$ cat src/rtl/fifo_read_packer.sv
// Packs PACK consecutive FIFO words into one wide beat on a valid/ready port.
// A partial beat goes out on flush or after TIMEOUT idle cycles.
// Ports:
//   rclk, rrst         read-domain clock, async active-high reset
//   rempty, rdata      FWFT FIFO head (rdata valid when rempty=0)
//   rinc               pop strobe (combinational from state/rempty/rrst)
//   flush              emit the current partial beat
//   out_data, out_cnt  packed beat, number of valid lanes
//   out_valid/ready    output handshake
module fifo_read_packer #(
  parameter int unsigned DATA_WIDTH = 8,
  parameter int unsigned PACK       = 4,
  parameter int unsigned TIMEOUT    = 16
) (
  input  logic                           rclk,
  input  logic                           rrst,
  input  logic                           rempty,
  input  logic [DATA_WIDTH-1:0]          rdata,
  output logic                           rinc,
  input  logic                           flush,
  output logic [DATA_WIDTH*PACK-1:0]     out_data,
  output logic [$clog2(PACK+1)-1:0]      out_cnt,
  output logic                           out_valid,
  input  logic                           out_ready
);

  localparam int unsigned IDX_W  = $clog2(PACK);
  localparam int unsigned CNT_W  = $clog2(PACK + 1);
  localparam int unsigned TMO_W  = $clog2(TIMEOUT);
  localparam int unsigned BEAT_W = DATA_WIDTH * PACK;

  typedef enum logic {FILL, HOLD} state_t;

  state_t             state_q, state_d;
  logic [IDX_W-1:0]   idx_q, idx_d;
  logic [TMO_W-1:0]   idle_q, idle_d;
  logic [BEAT_W-1:0]  data_q, data_d;
  logic [CNT_W-1:0]   cnt_q, cnt_d;
  logic               valid_q, valid_d;
  logic               pop;
  logic [CNT_W-1:0]   cnt_after;

  // Pop whenever filling and the FIFO has a word; suppressed while in reset.
  assign pop  = (state_q == FILL) && !rempty && !rrst;
  assign rinc = pop;

  // Lanes fill in place; the accumulator doubles as the output register, so
  // lanes past the fill point are still zero from the last clear.
  assign out_data  = data_q;
  assign out_cnt   = cnt_q;
  assign out_valid = valid_q;

  // Lane count including a pop happening this cycle.
  assign cnt_after = CNT_W'(idx_q) + CNT_W'(pop);

  // Next-state and datapath update.
  always_comb begin
    state_d = state_q;
    idx_d   = idx_q;
    idle_d  = idle_q;
    data_d  = data_q;
    cnt_d   = cnt_q;
    valid_d = valid_q;

    case (state_q)
      FILL: begin
        if (pop) begin
          for (int unsigned i = 0; i < PACK; i++) begin
            if (idx_q == IDX_W'(i)) data_d[i*DATA_WIDTH +: DATA_WIDTH] = rdata;
          end
          idx_d = idx_q + IDX_W'(1);
        end

        if (pop && (idx_q == IDX_W'(PACK - 1))) begin
          state_d = HOLD;
          valid_d = 1'b1;
          cnt_d   = CNT_W'(PACK);
          idx_d   = '0;
          idle_d  = '0;
        end else if (flush && (cnt_after != '0)) begin
          state_d = HOLD;
          valid_d = 1'b1;
          cnt_d   = cnt_after;
          idx_d   = '0;
          idle_d  = '0;
        end else if (!pop && (idx_q != '0) && (idle_q == TMO_W'(TIMEOUT - 1))) begin
          // Fires TIMEOUT cycles after the last pop.
          state_d = HOLD;
          valid_d = 1'b1;
          cnt_d   = CNT_W'(idx_q);
          idx_d   = '0;
          idle_d  = '0;
        end else if (pop || (idx_q == '0)) begin
          idle_d = '0;
        end else begin
          idle_d = idle_q + TMO_W'(1);
        end
      end

      HOLD: begin
        idle_d = '0;
        if (out_ready) begin
          state_d = FILL;
          valid_d = 1'b0;
          data_d  = '0;
          cnt_d   = '0;
        end
      end

      default: begin
        state_d = FILL;
      end
    endcase
  end

  // State and datapath registers.
  always_ff @(posedge rclk or posedge rrst) begin
    if (rrst) begin
      state_q <= FILL;
      idx_q   <= '0;
      idle_q  <= '0;
      data_q  <= '0;
      cnt_q   <= '0;
      valid_q <= 1'b0;
    end else begin
      state_q <= state_d;
      idx_q   <= idx_d;
      idle_q  <= idle_d;
      data_q  <= data_d;
      cnt_q   <= cnt_d;
      valid_q <= valid_d;
    end
  end

endmodule

$ cat config.mk
export PLATFORM = sky130hd
export DESIGN_NAME = fifo_read_packer
export DESIGN_NICKNAME = d
export VERILOG_FILES = /design/src/rtl/fifo_read_packer.sv
export SDC_FILE = /design/constraint.sdc
export NUM_CORES = 1
export LEC_CHECK = 0
export BUFFER_PORTS_ARGS = -buffer_cell sky130_fd_sc_hd__clkbuf_2
export CORE_AREA = 4 4 65 67
export CTS_CLUSTER_SIZE = 10
export DETAILED_ROUTE_END_ITERATION = 6
export DIE_AREA = 0 0 69 71
export GPL_TIMING_DRIVEN = 0
export PLACE_DENSITY = 0.81
export RECOVER_POWER = 25
export SLEW_MARGIN = 5
export SYNTH_ARGS = -nofsm -noshare
export SYNTH_HDL_FRONTEND = slang
export SYNTH_SLANG_ARGS = --single-unit
$ cat constraint.sdc
create_clock -name rclk -period 4.75 [get_ports rclk]
set_input_delay 1.425 -clock rclk [delete_from_list [all_inputs] [get_ports rclk]]
set_output_delay 1.425 -clock rclk [all_outputs]
set_load 0.01 [all_outputs]
==> metrics.json <==
{
  "status": "complete, but fails checks",
  "violations_in_the_final_reports": "max-capacitance violations, max-slew violations",
  "syn_to_final_growth_pct": 22.3,
  "gr-usage-all-layers_pct": 16.6,
  "grt.overflow.total": 0,
  "grt_pass1_wl_um": 6520,
  "worst-setup-path-type": "in2out",
  "worstSkewPairLatency_ns": 0.29,
  "worstSetupStartpointType": "input pin",
  "max-cap-violations": 1,
  "total_die_area_mm2": 0.00490,
  "timing.max_slew.rel_slack_pct": -22.4,
  "drc_errors": 0,
  "place.port_buffers": 49,
  "number_of_rows_created_at_floorplan": 22,
  "rsz0062_at_grt": "no",
  "proportion_of_synthesized_chip_area_in_sequential_cells_pct": 54.4,
  "synth_area_mm2": 0.00198,
  "path_max_fanout": 7,
  "utilization_pct": 66.5,
  "min_period_over_period_pct": 75.3,
  "postSynthRegisterBits": 43,
  "grt_antenna_before_repair": 0,
  "dieWidth_um": 69,
  "cp_data_required_time_ns": 3.32,
  "post_synth_inst_count": 179,
  "routedWlPerCell_um": 13.5,
  "final-max-slew-violation-count": 37,
  "synth.largest_area_cell": "dfrtp_1",
  "drt.antenna.violating_nets": 0,
  "synth_net_count": 199,
  "count_of_tritonroute_iterations_in_the_first_routing_pass": 4,
  "cts_tree": "built",
  "crit_arrival_ns": 2.15,
  "synth.yosys.warnings": 0,
  "finalClockSkew_ns": 0.00753,
  "clk_root_buffer_cell": "clkbuf_8",
  "antenna-diode-count": 0,
  "synth.avg_cell_area_um2": 11.0,
  "reg2regPathDepth": 7,
  "crit-reg2reg-launch": "state_q",
  "post_synth_num_cell_types": 36,
  "power.static_leakage_uw": 0.00122,
  "power.density_mw_per_mm2": 576,
  "clock_path_buffers": 2,
  "synth.top_cell.area_share_pct": 54.4,
  "top_cells_by_area_synth": "dfrtp_1 (54%), mux2_2 (9.1%), nand2_1 (6.6%)",
  "worstHoldPathType": "reg2reg",
  "post_cts.repair.setup_buffers": 0,
  "cts.htree.levels": 2,
  "critical_path_launch_point": "rempty",
  "final_net_count": 256,
  "synth_commonest_cells": "dfrtp_1 (43), nand2_1 (35), mux2_2 (16), o21ai_0 (16), inv_1 (9)",
  "initial_core_util_pct": 54.4,
  "drive_above_1_share_pct": 35.9,
  "tightestPinTransition_ns": 1.84,
  "clk_pin_slew_ns": 0.07,
  "reg2reg_slack_ns": 2.39,
  "synth_enable_flop_cells": 0,
  "detailed_place_hpwl_um": 3060,
  "detail_route.vias_per_cell": 5.15,
  "layout_min_cycle_time_ns": 3.58,
  "timing.setup.tns_ns": 0,
  "final_hold_viol_count": 0,
  "cts_made_buffers": 5,
  "critical_path.endpoint": "rinc",
  "cts_repair_resize_count": 0,
  "pin_count": 50,
  "yosys.cell_count.top_type": "dfrtp_1",
  "timing.final.setup_violations": 0,
  "critical_path.reg2reg.endpoint": "out_cnt[1]",
  "cts.hold.buffers_added": 0,
  "clock-sinks": 43,
  "vdd_drop_max_uv": 319,
  "async_flop_share_pct": 100,
  "gp_congestion": 0.805,
  "grt_start_max_net_pins": 37,
  "die_h_um": 71,
  "synth_flop_cell": "dfrtp_1",
  "dr.first_iter.drc_count": 109,
  "core_area_mm2": 0.00363,
  "via_count_of_the_first_global_routing_pass": 1433,
  "wl_um": 3850,
  "crit_path_end_kind": "output port",
  "clock.fmax_mhz": 279,
  "routed-via-count": 1469
}
==> layout make-up <==
| type | count | area [um2] |
|---|---|---|
| Clock inverter | 2 | 60.1 |
| Multi-Input combinational cell | 121 | 813 |
| Fill cell | 315 | 1220 |
| Sequential cell | 43 | 1080 |
| Buffer | 6 | 53.8 |
| Clock buffer | 6 | 72.6 |
| Inverter | 9 | 33.8 |
| Timing Repair Buffer | 50 | 248 |
| Tap cell | 48 | 60.1 |
==> cells by family after synthesis <==
group | count (synthesis) | synth area share (%)
AND/OR/NAND/NOR | 61 | 14.4
flip-flops | 43 | 54.4
AO/OA/AOI/OAI | 35 | 12.3
multiplexers | 16 | 9.11
buffers and inverters | 15 | 4.43
adder cells (fa/ha/maj) | 7 | 4.43
XOR/XNOR | 2 | 0.886
==> registers in the layout, indices dropped and copies added (netlist names) <==
name and cells:
idx_q 2, out_data 32, out_cnt 3, state_q 1, out_valid 1, idle_q 4
==> per-layer routing <==
layer  routed length, um  part of all wire (%)  GRT usage (%)
met5                   0                     0              0
met4                  40                   1.0           4.56
met3                 258                   6.7           5.11
met2                1870                    48           28.1
met1                1680                    44           20.6
==> worst max-delay path, cell delays in order <==
cell	delay, ns
clkbuf_2	0.12
nor3_4	0.40
clkbuf_2	0.21
==> power breakdown <==
group	internal [uW]	total (uW)	switching, uW
Combinational	229	505	275
Sequential	481	559	78.7
Clock	210	328	118
==> through the flow <==
stage	instance area (um2)	setup slack, ns	cells	power [uW]	hold WS [ns]
floorplan	1980	1.54	179	896	0.432
global placement	2280	1.18	276	1060	0.453
finish	2420	1.17	285	1390	0.469
global route	2420	1.09	285	1490	0.496
CTS	2430	1.17	285	1410	0.474
detailed placement	2300	1.17	277	1080	0.463
==> worst min path at each step <==
stage                         start        end  slack, ns  depth (start not counted)
after detailed placement  idle_q[0]  idle_q[0]       0.46                          1
after CTS                 idle_q[0]  idle_q[0]       0.47                          1
after global routing      idle_q[0]  idle_q[0]       0.50                          1
after global placement    idle_q[0]  idle_q[0]       0.45                          1
final                     idle_q[0]  idle_q[0]       0.47                          1
after floorplan           idle_q[0]  idle_q[0]       0.43                          1
==> cells in the final DEF (no fill, tap or decap), drive strengths merged <==
cell type,synthesis,layout
mux2,16,16
a21oi,3,3
o31ai,2,2
nor2,7,7
o21ai,20,20
buf,5,5
bufinv,0,2
a22oi,2,2
nand2b,1,1
dfrtp,43,43
and2b,1,1
a21o,1,1
inv,9,9
nand2,35,35
xor2,2,2
clkbuf,1,57
a2bb2oi,2,2
and2,2,2
o2bb2ai,1,1
nand3,3,3
nor4,1,1
nor3,3,3
and3,1,1
nor2b,7,7
ha,7,7
o22ai,3,3
a31oi,1,1
Note: power is estimated with default switching activity, not from simulation.
